`src/rtl/led_sched_pkg.sv`:
```
// Shared types and constants for the LED blink scheduler.
// Latency: n/a (declarations only).
// Backpressure: n/a.
//
// Contents: FSM state encoding, pattern/step widths, and a clog2 helper
// used to size the round-robin pointer and prescaler counters.
package led_sched_pkg;

  localparam int PAT_W  = 8;
  localparam int STEP_W = 3;

  typedef enum logic [1:0] {
    S_IDLE  = 2'd0,
    S_GRANT = 2'd1,
    S_BLINK = 2'd2,
    S_GAP   = 2'd3
  } state_e;

  // Minimum of 1 so a counter that only ever holds 0 still has a legal width.
  function automatic int clog2(input int value);
    int w;
    w = 0;
    while ((1 << w) < value) w++;
    if (w == 0) w = 1;
    return w;
  endfunction

endpackage

```
`src/rtl/led_tick_gen.sv`:
```
// Free-running prescaler producing a one-cycle tick every TICK_DIV clocks.
// Latency: tick is combinational from the counter; counter wraps at TICK_DIV-1.
// Backpressure: none; never stalls and is not restarted by grants.
//
// Ports:
//   clk_i  : clock
//   rst_i  : synchronous active-high reset (counter -> 0)
//   tick_o : high for the single cycle in which the counter equals TICK_DIV-1
module led_tick_gen
  import led_sched_pkg::*;
#(
  parameter int TICK_DIV = 12500000
)(
  input  logic clk_i,
  input  logic rst_i,
  output logic tick_o
);

  localparam int CNT_W = clog2(TICK_DIV);

  logic [CNT_W-1:0] cnt_q, cnt_d;

  assign tick_o = (cnt_q == CNT_W'(TICK_DIV - 1));

  always_comb begin
    cnt_d = tick_o ? '0 : cnt_q + CNT_W'(1);
  end

  always_ff @(posedge clk_i) begin
    if (rst_i) cnt_q <= '0;
    else       cnt_q <= cnt_d;
  end

endmodule

```
`src/rtl/led_blink_scheduler.sv`:
```
// Round-robin scheduler sharing two LED pins among NREQ requesters, each playing an 8-bit pattern.
// Latency: GRANT 1 cycle after REQ in IDLE; first lit bit at the first prescaler tick after GRANT.
// Backpressure: non-granted requests wait until IDLE; dropping the granted REQ aborts to the dark gap.
//
// Ports:
//   CLOCK_IN, RESET     : clock and synchronous active-high reset
//   REQ[NREQ]           : level requests, held until DONE or abort
//   PATTERN[8*NREQ]     : per-requester pattern, latched at grant
//   GRANT[NREQ]         : registered one-hot grant (0 when none / in gap)
//   BUSY, DONE          : not-IDLE flag; 1-cycle pulse on normal completion
//   OUT_HIGH, OUT_LOW   : LED A = pattern bit, LED B = its inverse, both 0 outside BLINK
// Build option: define LED_PWM_DIM_EN to gate both LEDs to a 1/4 duty cycle.
module led_blink_scheduler
  import led_sched_pkg::*;
#(
  parameter int NREQ      = 4,
  parameter int TICK_DIV  = 12500000,
  parameter int REPEATS   = 2,
  parameter int GAP_TICKS = 2
)(
  input  logic                  CLOCK_IN,
  input  logic                  RESET,
  input  logic [NREQ-1:0]       REQ,
  input  logic [PAT_W*NREQ-1:0] PATTERN,
  output logic [NREQ-1:0]       GRANT,
  output logic                  BUSY,
  output logic                  DONE,
  output logic                  OUT_HIGH,
  output logic                  OUT_LOW
);

  localparam int PTR_W  = clog2(NREQ);
  localparam int PASS_W = clog2(REPEATS);
  localparam int GAP_W  = clog2(GAP_TICKS);

  logic tick;

  led_tick_gen #(.TICK_DIV(TICK_DIV)) u_tick (
    .clk_i  (CLOCK_IN),
    .rst_i  (RESET),
    .tick_o (tick)
  );

  state_e              state_q, state_d;
  logic [NREQ-1:0]     grant_q, grant_d;
  logic [PAT_W-1:0]    pat_q, pat_d;
  logic [STEP_W-1:0]   step_q, step_d;
  logic [PASS_W-1:0]   pass_q, pass_d;
  logic [GAP_W-1:0]    gap_q, gap_d;
  logic [PTR_W-1:0]    rr_ptr_q, rr_ptr_d;
  logic                done_c;

  // Rotating search: first active request at or after rr_ptr+1 wins.
  logic             win_vld;
  logic [PTR_W-1:0] win_idx;
  int               idx;

  always_comb begin
    win_vld = 1'b0;
    win_idx = '0;
    idx     = 0;
    for (int i = 1; i <= NREQ; i++) begin
      idx = int'(rr_ptr_q) + i;
      if (idx >= NREQ) idx = idx - NREQ;
      if (!win_vld && REQ[PTR_W'(idx)]) begin
        win_vld = 1'b1;
        win_idx = PTR_W'(idx);
      end
    end
  end

  logic [PAT_W*NREQ-1:0] pat_shift;
  assign pat_shift = PATTERN >> {win_idx, 3'b000};

  logic granted_req;
  logic last_step;
  assign granted_req = |(REQ & grant_q);
  assign last_step   = (step_q == STEP_W'(7)) && (pass_q == PASS_W'(REPEATS - 1));

  always_comb begin
    state_d  = state_q;
    grant_d  = grant_q;
    pat_d    = pat_q;
    step_d   = step_q;
    pass_d   = pass_q;
    gap_d    = gap_q;
    rr_ptr_d = rr_ptr_q;
    done_c   = 1'b0;
    case (state_q)
      S_IDLE: begin
        if (win_vld) begin
          state_d          = S_GRANT;
          grant_d          = '0;
          grant_d[win_idx] = 1'b1;
          pat_d            = pat_shift[PAT_W-1:0];
          step_d           = '0;
          pass_d           = '0;
          rr_ptr_d         = win_idx;
        end
      end
      S_GRANT: begin
        // Abort is checked before the tick so a dropped request never starts playback.
        if (!granted_req) begin
          state_d = S_GAP;
          grant_d = '0;
          gap_d   = '0;
        end else if (tick) begin
          state_d = S_BLINK;
        end
      end
      S_BLINK: begin
        // Abort has priority over a coincident final tick: no DONE in that case.
        if (!granted_req) begin
          state_d = S_GAP;
          grant_d = '0;
          gap_d   = '0;
        end else if (tick) begin
          if (last_step) begin
            done_c  = 1'b1;
            state_d = S_GAP;
            grant_d = '0;
            gap_d   = '0;
          end else begin
            step_d = step_q + STEP_W'(1);
            if (step_q == STEP_W'(7)) pass_d = pass_q + PASS_W'(1);
          end
        end
      end
      S_GAP: begin
        if (tick) begin
          if (gap_q == GAP_W'(GAP_TICKS - 1)) state_d = S_IDLE;
          else                                 gap_d   = gap_q + GAP_W'(1);
        end
      end
      default: state_d = S_IDLE;
    endcase
  end

  always_ff @(posedge CLOCK_IN) begin
    if (RESET) begin
      state_q  <= S_IDLE;
      grant_q  <= '0;
      pat_q    <= '0;
      step_q   <= '0;
      pass_q   <= '0;
      gap_q    <= '0;
      rr_ptr_q <= PTR_W'(NREQ - 1);
    end else begin
      state_q  <= state_d;
      grant_q  <= grant_d;
      pat_q    <= pat_d;
      step_q   <= step_d;
      pass_q   <= pass_d;
      gap_q    <= gap_d;
      rr_ptr_q <= rr_ptr_d;
    end
  end

  logic led_on;
  logic pat_bit;
  assign pat_bit = pat_q[step_q];

`ifdef LED_PWM_DIM_EN
  // LEDs may only light in the cycle where the dimming counter reads 0.
  logic [1:0] dim_q;
  always_ff @(posedge CLOCK_IN) begin
    if (RESET) dim_q <= 2'd0;
    else       dim_q <= dim_q + 2'd1;
  end
  assign led_on = (state_q == S_BLINK) && (dim_q == 2'd0);
`else
  assign led_on = (state_q == S_BLINK);
`endif

  assign GRANT    = grant_q;
  assign BUSY     = (state_q != S_IDLE);
  assign DONE     = done_c;
  assign OUT_HIGH = led_on & pat_bit;
  assign OUT_LOW  = led_on & ~pat_bit;

endmodule
```
`config.mk`:
```
export PLATFORM = sky130hd
export DESIGN_NAME = led_blink_scheduler
export DESIGN_NICKNAME = d
export VERILOG_FILES = /design/src/rtl/led_sched_pkg.sv /design/src/rtl/led_tick_gen.sv /design/src/rtl/led_blink_scheduler.sv
export SDC_FILE = /design/constraint.sdc
export NUM_CORES = 1
export LEC_CHECK = 0
export ABC_AREA = 1
export CAP_MARGIN = 20
export CORE_MARGIN = 2
export CORE_UTILIZATION = 25
export CTS_CLUSTER_DIAMETER = 40
export DETAILED_ROUTE_END_ITERATION = 12
export PLACE_DENSITY = 0.51
export SYNTH_ARGS = -nofsm -noshare
export SYNTH_HDL_FRONTEND = slang
export SYNTH_SLANG_ARGS = --single-unit
```
`constraint.sdc`:
```
create_clock -name CLOCK_IN -period 2.1 [get_ports CLOCK_IN]
set_input_delay 0.315 -clock CLOCK_IN [delete_from_list [all_inputs] [get_ports CLOCK_IN]]
set_output_delay 0.315 -clock CLOCK_IN [all_outputs]
set_load 0.005 [all_outputs]
```
==> results of run 1 <==
==> per-stage QoR <==
step	utilization, %	TNS [ns]	power (W)	instance area [µm²]	hold WS (ns)
after floorplan	-	0	0.003156	2892	0.4175
after global placement	33.86	-2.850	0.003964	3850	0.4580
after detailed placement	33.86	-3.160	0.003998	3850	0.4713
after CTS	35.08	-0.02896	0.004772	3989	0.4813
after global routing	36.72	-0.03343	0.005657	4175	0.5092
final	36.72	0	0.005149	4175	0.4839
==> area by class of cell <==
type	instances	area, µm²	share of cell area, %
clock buffer	6	128.9	3.087
clock inverter	2	10.01	0.2397
inverter	49	186.4	4.465
multi-input combinational	352	1872	44.83
sequential	45	903.4	21.64
tap	143	178.9	4.285
timing repair buffer	100	895.9	21.46
==> cell families (layout without fill, tap and decap cells) <==
| kind of cell | Yosys count | after routing |
|---|---|---|
| AOI/OAI and AO/OA | 57 | 57 |
| buffers and inverters | 59 | 157 |
| DFF | 45 | 45 |
| xor gates and xnor gates | 9 | 9 |
| and+or+nand+nor | 277 | 278 |
| adders and majority gates | 8 | 8 |
==> routing by layer <==
layer / up-vias / GRT usage [%] / wire length [µm]
li1: 1670 / - / -
met1: 1399 / 15.95 / 3676
met2: 67 / 22.60 / 3840
met3: 2 / 3.212 / 419
met4: 0 / 1.728 / 39
met5: - / 0 / 0
==> flip-flops by register name, summed over array words and instances (netlist names) <==
signal,flops
gap_q,1
pass_q,1
u_tick.cnt_q,24
pat_q,8
GRANT,4
state_q,2
rr_ptr_q,2
step_q,3
==> cells in the mapped netlist (all sizes together) <==
cell type / n
o2111ai: 1
a211oi: 3
nor3b: 1
or2: 3
nor2: 59
ha: 8
a21oi: 27
o211ai: 2
nand3b: 2
o21ai: 19
nor3: 9
xor2: 5
xnor2: 4
clkinv: 1
nor4: 3
a31oi: 2
dfxtp: 45
clkbuf: 3
o22ai: 2
o32ai: 1
nand4: 4
buf: 7
nand2: 143
nand3: 53
inv: 48
==> power breakdown <==
group	switching (W)	internal [W]	leakage [nW]
combinational	0.00191	0.00139	1.42
sequential	0.0000884	0.00100	0.367
clock	0.000327	0.000438	0.0706
==> what timing repair did <==
item | 4_1_cts | 5_1_grt
resized for setup | 5 | 43
gates cloned | 0 | 1
buffers inserted | 0 | 3
setup endpoints to repair | 2 | 22
pin swaps | 0 | 13
==> worst register-to-register path: cells and delay by family (launching register included) <==
| kind | cells | cell delay [ns] |
|---|---|---|
| adder cells (fa/ha/maj) | 1 | 0.17 |
| buffers and inverters | 1 | 0.17 |
| AND/OR/NAND/NOR | 8 | 1.04 |
| AO/OA/AOI/OAI | 1 | 0.13 |
| flip-flops | 1 | 0.34 |
==> how the worst max path moves through the flow <==
stage                               startpoint                           to  slack [ns]
floorplan           u_tick.cnt_q[0]$_SDFF_PP0_  u_tick.cnt_q[18]$_SDFF_PP0_        0.33
global placement                        REQ[0]                         DONE       -0.30
detailed placement                      REQ[0]                         DONE       -0.30
CTS                 u_tick.cnt_q[0]$_SDFF_PP0_                         DONE       -0.03
global route        u_tick.cnt_q[0]$_SDFF_PP0_                         DONE       -0.03
finish                                  REQ[0]                         DONE        0.12
==> results.sh, run 1 <==
export IMPL_number_of_different_library_cells_in_the_post_synthesis_netlist=39
export IMPL_ctsHtreeMaxLevel=2
export IMPL_cts_clk_slew_worst_paths_ns=0.06
export IMPL_postRouteWirelength_um=7975
export IMPL_power_leakage_nw=1.858
export IMPL_synth_largest_type_area_fraction_pct=31.16
export IMPL_min_delay_start="pass_q$_SDFFE_PP0P_"
export IMPL_dp_final_hpwl_um=6198
export IMPL_final_antenna_net_count=0
export IMPL_floorplan_rows=39
export IMPL_ctsHoldBuffers=0
export IMPL_layout_commonest_cell="sky130_fd_sc_hd__nand2_1"
export IMPL_detail_route_first_pass_iterations=6
export IMPL_post_synth_inst_count=455
export IMPL_grt_antenna_before_repair=0
export IMPL_clock_latency_ns=0.28
export IMPL_nNetsFinal=599
export IMPL_cp_slowest_cell="sky130_fd_sc_hd__clkdlybuf4s50_1"
export IMPL_pnr_worst_setup_slack_ns=0.1171
export IMPL_syn_nets=501
export IMPL_setup_reg_to_reg_worst_slack_ns=0.19
export IMPL_drive_above_1_share_pct=21.30
export IMPL_yosysSeqAreaShare_pct=31.16
export IMPL_crit_path_max_fanout=3
export IMPL_cts_buffers_inserted=5
export IMPL_netlist_area_mm2=0.002892
export IMPL_worst_hold_path_num_cells=2
export IMPL_vdd_ir_drop_worst_mv=1.227
export IMPL_status="completed"
export IMPL_synth_top_family_by_area="simple AND/OR/NAND/NOR gates"
export IMPL_cts_tree="built"
export IMPL_timing_final_setup_violations=0
export IMPL_clock_path_buffers=2
export IMPL_first_global_vias=3055
export IMPL_synth_simple_gate_area_share_pct=42.49
export IMPL_layout_area_overhead_vs_synth_pct=44.40
export IMPL_timing_critical_path_cells="clkdlybuf4s50_1 -> inv_1 -> o22ai_1 -> nor2_1 -> nor4_2 -> buf_2"
export IMPL_buffer_ports_inserted=45
export IMPL_path_class="in -> out"
export IMPL_hold_end="pass_q$_SDFFE_PP0P_"
export IMPL_die_width_um=111.5
export IMPL_maxClockFrequency_mhz=504.3
export IMPL_placeableCoreArea_mm2=0.01137
export IMPL_die_area_mm2=0.01244
export IMPL_timing_rr_end="u_tick.cnt_q[18]$_SDFF_PP0_"
export IMPL_cts_root_buf="sky130_fd_sc_hd__clkbuf_16"
export IMPL_setup_slack_placement_ns=-0.3016
export IMPL_synth_area_leader_cell="sky130_fd_sc_hd__dfxtp_1"
export IMPL_drt_iter0_markers=97
export IMPL_critical_path_capture_point_type="output pin"
export IMPL_post_place_cells=685
export IMPL_worst_r2r_path_depth=11
export IMPL_timing_final_crit_period_ns=1.983
export IMPL_antennaDiodeCount=0
export IMPL_die_height_um=111.5
export IMPL_floorplan_initialDensity_pct=25.43
export IMPL_mostFrequentLayoutCells="119 x sky130_fd_sc_hd__nand2_1, 52 x sky130_fd_sc_hd__nor2_1, 52 x sky130_fd_sc_hd__buf_4, 45 x sky130_fd_sc_hd__nand3_1, 43 x sky130_fd_sc_hd__dfxtp_1"
export IMPL_synthTopCellsByArea="sky130_fd_sc_hd__dfxtp_1 31%, sky130_fd_sc_hd__nand2_1 17%, sky130_fd_sc_hd__nand3_1 8.8%"
export IMPL_max_stage_delay_ns=0.53
export IMPL_critical_path_depth=6
export IMPL_n_fill_cell=1225
export IMPL_timing_max_transition_violations_final=0
export IMPL_maximum_number_of_pins_on_one_net_before_global_route_repair=23
export IMPL_detail_route_vias_per_cell=4.502
export IMPL_remaining_drc_errors=0
export IMPL_period_share_pct=94.42
export IMPL_place_gp_congestion=0.8015
export IMPL_cp_data_required_time_ns=1.78
export IMPL_post_synth_mux_area_share_pct=0
export IMPL_worst_path_buf_inv=3
export IMPL_final_cells=697
export IMPL_synth_seq_cells=45
export IMPL_timing_final_hold_violations=0
export IMPL_globalRouteTotalUtil_pct=12.71
export IMPL_critical_path_top_delay_family="buffers and inverters"
export IMPL_synth_area_per_cell_um2=6.355
export IMPL_grt_first_pass_wirelength_um=13440
export IMPL_top_level_ports=46
export IMPL_worst_endpoint_arrival_ns=1.67
export IMPL_worstReg2RegStart="u_tick.cnt_q[0]$_SDFF_PP0_"
export IMPL_power_density_mw_per_mm2=1233
export IMPL_global_route_overflow_total=0
export IMPL_maxCapViolCount=0
export IMPL_setup_worst_path_start_class="input pin"
export IMPL_grt_setup_unrepaired="yes"
export IMPL_synth_adder_area_share_pct=3.462
export IMPL_synth_compound_area_share_pct=11.25
export IMPL_vias=3138
export IMPL_worst_slew_margin_rel_pct=74.09
export IMPL_routedWlPerCell_um=11.44
export IMPL_synth_xor_area_share_pct=2.726
export IMPL_max_clock_skew_ns=0.004953
export IMPL_min_delay_path_class="reg -> reg"
export IMPL_ys_warn_count=0
export IMPL_clock_sinks=45
export IMPL_max_slew_worst_pin_slew_ns=0.3852
Note: power is estimated with default switching activity, not from simulation.
==> run 2, diff against run 1 <==
- SLEW_MARGIN: not set -> 10
==> results of run 2 <==
Same layout as run 1: the final DEF is identical, and so are final timing and power.
